$ cat config.mk
export PLATFORM = sky130hd
export DESIGN_NAME = pipe_stall_ctrl
export DESIGN_NICKNAME = d
export VERILOG_FILES = /design/src/rtl/pipe_stall_ctrl.sv
export SDC_FILE = /design/constraint.sdc
export NUM_CORES = 1
export LEC_CHECK = 0
export BUFFER_PORTS_ARGS = -buffer_cell sky130_fd_sc_hd__buf_2
export CAP_MARGIN = 10
export CELL_PAD_IN_SITES_DETAIL_PLACEMENT = 0
export CELL_PAD_IN_SITES_GLOBAL_PLACEMENT = 1
export CORE_MARGIN = 2
export CORE_UTILIZATION = 40
export DETAILED_ROUTE_END_ITERATION = 16
export GPL_TIMING_DRIVEN = 0
export PLACE_DENSITY = 0.82
export REMOVE_ABC_BUFFERS = 1
export SETUP_SLACK_MARGIN = 0.2
export SYNTH_ARGS = -nofsm -noshare
export SYNTH_HDL_FRONTEND = slang
export SYNTH_SLANG_ARGS = --single-unit
$ cat constraint.sdc
create_clock -name clk -period 4.85 [get_ports clk]
set_input_delay 0.485 -clock clk [delete_from_list [all_inputs] [get_ports clk]]
set_output_delay 0.485 -clock clk [all_outputs]
set_load 0.005 [all_outputs]
$ cat src/rtl/pipe_stall_ctrl.sv
// Pipeline stall controller: load-use interlock, multi-cycle divider occupancy,
// memory-wait freeze and a saturating stall performance counter.
module pipe_stall_ctrl #(
  parameter int unsigned DIV_CYCLES = 33,
  parameter int unsigned CNT_W      = 32
) (
  input  logic             clk,
  input  logic             rst,
  input  logic [4:0]       id_rs,
  input  logic [4:0]       id_rt,
  input  logic             id_use_rs,
  input  logic             id_use_rt,
  input  logic             ex_is_load,
  input  logic             ex_rf_we,
  input  logic [4:0]       ex_rf_waddr,
  input  logic             ex_div_start,
  input  logic             mem_data_wait,
  input  logic             flush,
  output logic [5:0]       stall,
  output logic             div_busy,
  output logic             div_done,
  output logic [CNT_W-1:0] stall_cycles
);

  localparam int unsigned DIV_CNT_W = 6;
  localparam logic [DIV_CNT_W-1:0] DIV_LOAD = DIV_CNT_W'(DIV_CYCLES - 2);

  localparam logic [5:0] STALL_NONE = 6'b000000;
  localparam logic [5:0] STALL_MEM  = 6'b011111;
  localparam logic [5:0] STALL_DIV  = 6'b001111;
  localparam logic [5:0] STALL_LU   = 6'b000111;

  typedef enum logic {
    IDLE,
    DIV_WAIT
  } state_t;

  state_t               r_state;
  logic [DIV_CNT_W-1:0] r_div_cnt;
  logic [CNT_W-1:0]     r_stall_cycles;

  logic       w_load_use;
  logic       w_div_last;
  logic       w_div_stall;
  logic [5:0] w_stall;

  assign w_load_use = ex_is_load && ex_rf_we && (ex_rf_waddr != 5'd0) &&
                      ((id_use_rs && (id_rs == ex_rf_waddr)) ||
                       (id_use_rt && (id_rt == ex_rf_waddr)));

  assign w_div_last  = (r_state == DIV_WAIT) && (r_div_cnt == '0);
  // The final divide cycle releases the pipeline so the result can advance.
  assign w_div_stall = ((r_state == DIV_WAIT) && (r_div_cnt != '0)) ||
                       ((r_state == IDLE) && ex_div_start);

  always_comb begin
    w_stall = STALL_NONE;
    if (flush)              w_stall = STALL_NONE;
    else if (mem_data_wait) w_stall = STALL_MEM;
    else if (w_div_stall)   w_stall = STALL_DIV;
    else if (w_load_use)    w_stall = STALL_LU;
  end

  assign stall        = rst ? STALL_NONE : w_stall;
  assign div_busy     = !rst && ((r_state == DIV_WAIT) || ex_div_start);
  assign div_done     = !rst && w_div_last && !flush;
  assign stall_cycles = r_stall_cycles;

  // Divider occupancy FSM; the counter keeps running through memory waits.
  always_ff @(posedge clk or posedge rst) begin
    if (rst) begin
      r_state   <= IDLE;
      r_div_cnt <= '0;
    end else if (flush) begin
      r_state   <= IDLE;
      r_div_cnt <= '0;
    end else begin
      case (r_state)
        IDLE: begin
          if (ex_div_start) begin
            r_state   <= DIV_WAIT;
            r_div_cnt <= DIV_LOAD;
          end
        end
        DIV_WAIT: begin
          if (r_div_cnt == '0) begin
            r_state <= IDLE;
          end else begin
            r_div_cnt <= r_div_cnt - DIV_CNT_W'(1);
          end
        end
        default: begin
          r_state   <= IDLE;
          r_div_cnt <= '0;
        end
      endcase
    end
  end

  // Saturating count of cycles in which the PC was held.
  always_ff @(posedge clk or posedge rst) begin
    if (rst) begin
      r_stall_cycles <= '0;
    end else if (w_stall[0] && (r_stall_cycles != '1)) begin
      r_stall_cycles <= r_stall_cycles + CNT_W'(1);
    end
  end

endmodule

# == Word-level counts from Yosys, hierarchy flattened ==
# Cells that the tools add are included.
# word_totals
register_bits,39
word_cells,45
output_inout_bits,40
input_bits,24
# op_classes
reduce_logical,21
addsub,2
muxes,13
bitwise_logic,1
eq_ne,5
# ops
operator,n
$mux W6,6
$add A32 B1 Y32 const B,1
$ne A32 B32 Y1 const B,1
$logic_and A1 B1 Y1,12
$pmux W6 S2,1
$eq A5 B5 Y1,2
$logic_not A6 Y1,1
$ne A3 B3 Y1 const B,2
$reduce_bool A6 Y1,1
$sub A6 B1 Y6 const B,1
$reduce_bool A5 Y1,1
$mux W4,1
$logic_or A1 B1 Y1,3
$mux W1,3
$mux W3,1
$logic_not A1 Y1,2
$pmux W1 S2,1
$reduce_and A2 Y1,1
$not A1 Y1,1

# == Longest topological paths before layout ==
# logic_depth
word_depth,9
ltp_mapped,10
depth_no_buf,9

# == Worst setup path after synthesis ==
# OpenSTA, ideal clock, no wires.
# synth_timing
path_kind,register to register
start,reg r_div_cnt[0]
end,reg r_stall_cycles[16] (netlist: stall_cycles[16])
required_ns,4.726
period_less_slack_ns,2.268
path_slack_ns,2.582
setup_ns,0.124
arrival_time_ns,2.144
n_path_buf,1
stages_incl_launch_ff,11
cell_sequence,dfrtp_1 inv_1 ha_1 nor4bb_2 a21oi_4 nor2_1 a21boi_1 or3_1 buf_2 or3b_1 xnor2_1
# synth_between
elab_chain_len,7
# synth_lines
item,line,rtl
start: declaration,39,logic [DIV_CNT_W-1:0] r_div_cnt;
start signal: assignment,89,r_div_cnt <= r_div_cnt - DIV_CNT_W'(1);
$reduce_bool A6 Y1,53,assign w_div_stall = ((r_state == DIV_WAIT) && (r_div_cnt != '0)) ||
$logic_and A1 B1 Y1,53,
$logic_or A1 B1 Y1,53,
$mux W4,60,else if (w_div_stall) w_stall = STALL_DIV;
$mux W6,59,else if (mem_data_wait) w_stall = STALL_MEM;
$mux W6,58,if (flush) w_stall = STALL_NONE;
$logic_and A1 B1 Y1,104,end else if (w_stall[0] && (r_stall_cycles != '1)) begin
end signal: assignment,105,r_stall_cycles <= r_stall_cycles + CNT_W'(1);
end: declaration,40,logic [CNT_W-1:0] r_stall_cycles;
# No other way between the ends.
# A chain may end at the register's enable or synchronous reset.

# == Worst setup path after layout ==
# layout_timing
start,reg r_state
end,out stall[2]
# layout_between
elab_chain_len,7
elab_cells_between_ends,8
classes_between,mux: 4; bitwise: 1; reduce/logical: 3
# layout_lines
item,line,rtl
start: declaration,38,state_t r_state;
start signal: assignment,72,r_state <= IDLE;
start signal: assignment,75,r_state <= IDLE;
start signal: assignment,81,r_state <= DIV_WAIT;
$not A1 Y1,-,
$logic_and A1 B1 Y1,54,((r_state == IDLE) && ex_div_start);
$logic_or A1 B1 Y1 (*),53,
$mux W4 (*),60,
$mux W6 (*),59,
$mux W6 (*),58,
$mux W6 (*),64,assign stall = rst ? STALL_NONE : w_stall;
end: declaration,19,"output logic [5:0] stall,"
# Mark *: on every way between the ends. The rest lies on a longest branch, timed or not.

==> metrics.md <==
| Metric | Value |
|---|---|
| Clock-pin slew on the worst setup and hold paths | `70 ps` |
| Die ar. | `0.00586 mm^2` |
| Core footprint | `0.00511 mm^2` |
| Vert. Die Dim | `76.6 um` |
| Worst r2r src | `r_div_cnt[0]$_DFFE_PP0P_` |
| Status | `finished clean` |
| Slew Limit Headroom | `0.385` |
| Worst path buffer plus inverter count | `1` |
| Drt wl/cell | `13.1 um` |
| Fraction of synthesized area in multiplexers | `0.00534` |
| Critical-path top delay cell | `dfrtp_1` |
| RSZ-0062 raised after global routing | `false` |
| First-pass GRT wire length | `7200 um` |
| Postcts setup bufs | `0` |
| Num Clock Sinks | `39` |
| Antenna fix cells | `0` |
| Hold buffer count at cts | `0` |
| Initial antenna violation count | `0` |
| Area occupied by multi-input gates | `0.00107 mm^2` |
| GRT Overall Usage | `0.152` |
| Top delay family on crit path | `simple AND/OR/NAND/NOR gates` |
| Via count | `1,674` |
| Hold Vio Cnt, Final | `0` |
| Clk_lat worst skew | `290 ps` |
| DRC Markers | `0` |
| Cts repair resizes | `0` |
| Post-synth top cells | `dfrtp_1 (39), xnor2_1 (35), nand4_1 (14), nand2_1 (13)` |
| # IOs | `64` |
| Fin crit share | `0.578` |
| Distinct cells, synth | `41` |
| Die Width | `76.6 um` |
| Clock root buffer | `clkbuf_8` |
| Compound-gate portion of the synthesized area | `0.0517` |
| CTS buffer count | `5` |
| Worst Skew | `3.21 ps` |
| Vias in the first global route | `1,557` |
| First drt pass iteration count | `4` |
| Slew @ Worst Pin | `920 ps` |
| Mean post-synth cell area | `10.6 um^2` |
| Most frequent cell after synthesis | `dfrtp_1` |
| Max H-tree Level | `2` |
| GP Congestion | `0.759` |
| Sequential share of the synthesized area | `0.463` |
| Final setup TNS | `0 ps` |
| Initial core utilization | `0.413` |
| Top_reg_cell synth | `dfrtp_1` |
| Crit-path cells | `nor4bb_2 -> a21oi_4 -> nor2_1 -> a21boi_1 -> nor3_1 -> buf_2` |
| Layout Nets | `286` |
| Final core occ | `0.505` |
| Flip-flop and latch area | `976 um^2` |
| Worst endpoint data arrival time | `2320 ps` |
| Post-synthesis adder-cell area fraction | `0.0178` |
| Critical path startpoint category | `register` |
| Area Growth Syn to Fin | `22.4%` |
| Critical path type | `reg -> out` |
| GRT overflow | `0` |
| Ys async rst share | `1.00` |
| Initial drt markers | `56` |
| Vias/cell | `5.07` |
| Post-Synthesis Cell Area | `0.00211 mm^2` |
| Largest net degree at the start of global routing | `40` |
| LEAKAGE | `0.00126 uW` |
| FMAX | `357 MHz` |
| Fill count | `488` |
| MaxCap Viol Count | `0` |
| Pwr per Cell Area | `320 mW/mm^2` |
| Share of layout cells above drive strength 1 | `0.312` |
| Cell row count | `26` |
| CP endpoint kind | `primary output` |
| Post-layout min period | `2800 ps` |
| Top-area cell type share of the netlist area | `0.463` |
| Port Buf Inserts | `62` |
| Largest family of logic cells by synthesized area | `simple AND/OR/NAND/NOR gates` |
| Post-DRT Antenna Nets | `0` |
| Post-Syn Instances | `199` |
| Post-synthesis xor/xnor area fraction | `0.170` |
| Post-DP HPWL | `3120 um` |
| Simple-Gate Fraction of Synth Area | `0.260` |
| Crit. Startpoint | `r_state$_DFF_PP0_` |
| CTS max path bufs | `2` |
| YS warnings | `0` |
| Synth area leaders | `dfrtp_1 (46%), xnor2_1 (15%), nand4_1 (4.2%)` |
| Worst Hold Class | `in -> async` |
| Number of flops mapped to enable cells by yosys | `0` |
| CP required | `4370 ps` |
| Slew Viols, Final | `0` |
| Peak supply drop | `0.000232 V` |
| Routed wire length | `4340 um` |
| # setup viols final | `0` |
| Crit path max fanout | `12` |
| Worst stage delay on the critical path | `560 ps` |
| Flops & latches, synth | `39` |
| CTS tree | `built` |
| Area leader, netlist | `dfrtp_1` |
-- routing by layer --
| layer | track usage | up-vias | wire length, um |
|---|---|---|---|
| met1 | 0.206 | 790 | 2120 |
| li1 | - | 826 | - |
| met2 | 0.236 | 53 | 1920 |
| met3 | 0.0498 | 5 | 248 |
| met5 | 0 | - | 0 |
| met4 | 0.0382 | 0 | 47 |
-- flip-flops by register name, summed over array words and instances, names as in the netlist --
name and flops:
stall_cycles 32, r_state 1, r_div_cnt 6
-- cell type report --
type / instances / area share
Clock inverter: 2 / 0.0136
Clock buffer: 6 / 0.0320
Inverter: 4 / 0.00582
Multi-Input combinational cell: 147 / 0.416
Timing Repair Buffer: 62 / 0.120
Sequential cell: 39 / 0.378
Tap cell: 70 / 0.0339
-- kinds of logic after synthesis --
group                    after synthesis
other                                  1
XOR/XNOR                              41
AND/OR/NAND/NOR                       87
flip-flops                            39
AO/OA/AOI/OAI                         14
multiplexers                           1
buffers and inverters                 13
adder cells (fa/ha/maj)                3
-- worst register-to-register path: stages, from the launching register on --
cell,delay (ps)
dfrtp_1,400
inv_1,80
ha_1,190
nor4bb_2,190
a21oi_4,230
nor2_1,80
a21boi_1,190
nor3_4,780
nand4b_1,220
xnor2_1,180
-- final timing paths --
kind                                                end  slack [ps]  cells after the start
setup reg to reg           stall_cycles[29]$_DFFE_PP0P_        2210                      9
max in group asynchronous   stall_cycles[0]$_DFFE_PP0P_        3940                      2
min in group clk            stall_cycles[5]$_DFFE_PP0P_         480                      1
hold / removal                        r_state$_DFF_PP0_         400                      2
setup / recovery                               stall[2]        2050                      6
hold reg to reg             stall_cycles[5]$_DFFE_PP0P_         480                      1
-- per-stage QoR --
step / power (uW) / instance area [um^2] / hold slack [ps] / worst slack (ps) / std cells
global route: 872 / 2580 / 466 / 1840 / 330
detailed placement: 552 / 2460 / 474 / 2190 / 322
global placement: 547 / 2460 / 470 / 1790 / 322
floorplan: 485 / 2060 / 471 / 2370 / 190
CTS: 834 / 2580 / 428 / 2000 / 330
finish: 825 / 2580 / 396 / 2050 / 330
-- report_power, final --
part | internal, uW | switching [uW] | leakage, uW | total [uW]
Sequential | 358 | 40.2 | 0.000521 | 398
Combinational | 73.9 | 71.8 | 0.000681 | 146
Clock | 166 | 114 | 0.0000612 | 281
-- placed cells by master (no fill, tap or decap), types with 4 or more instances in the layout --
master and n:
buf_2 62, dfrtp_1 39, xnor2_1 35, nand4_1 14, nand2_1 13, and3_1 12
nor2_1 12, nand3_1 7, xor2_1 6, nor3_1 6, clkbuf_8 6, or3_1 4
(Power assumes the default switching activity.)
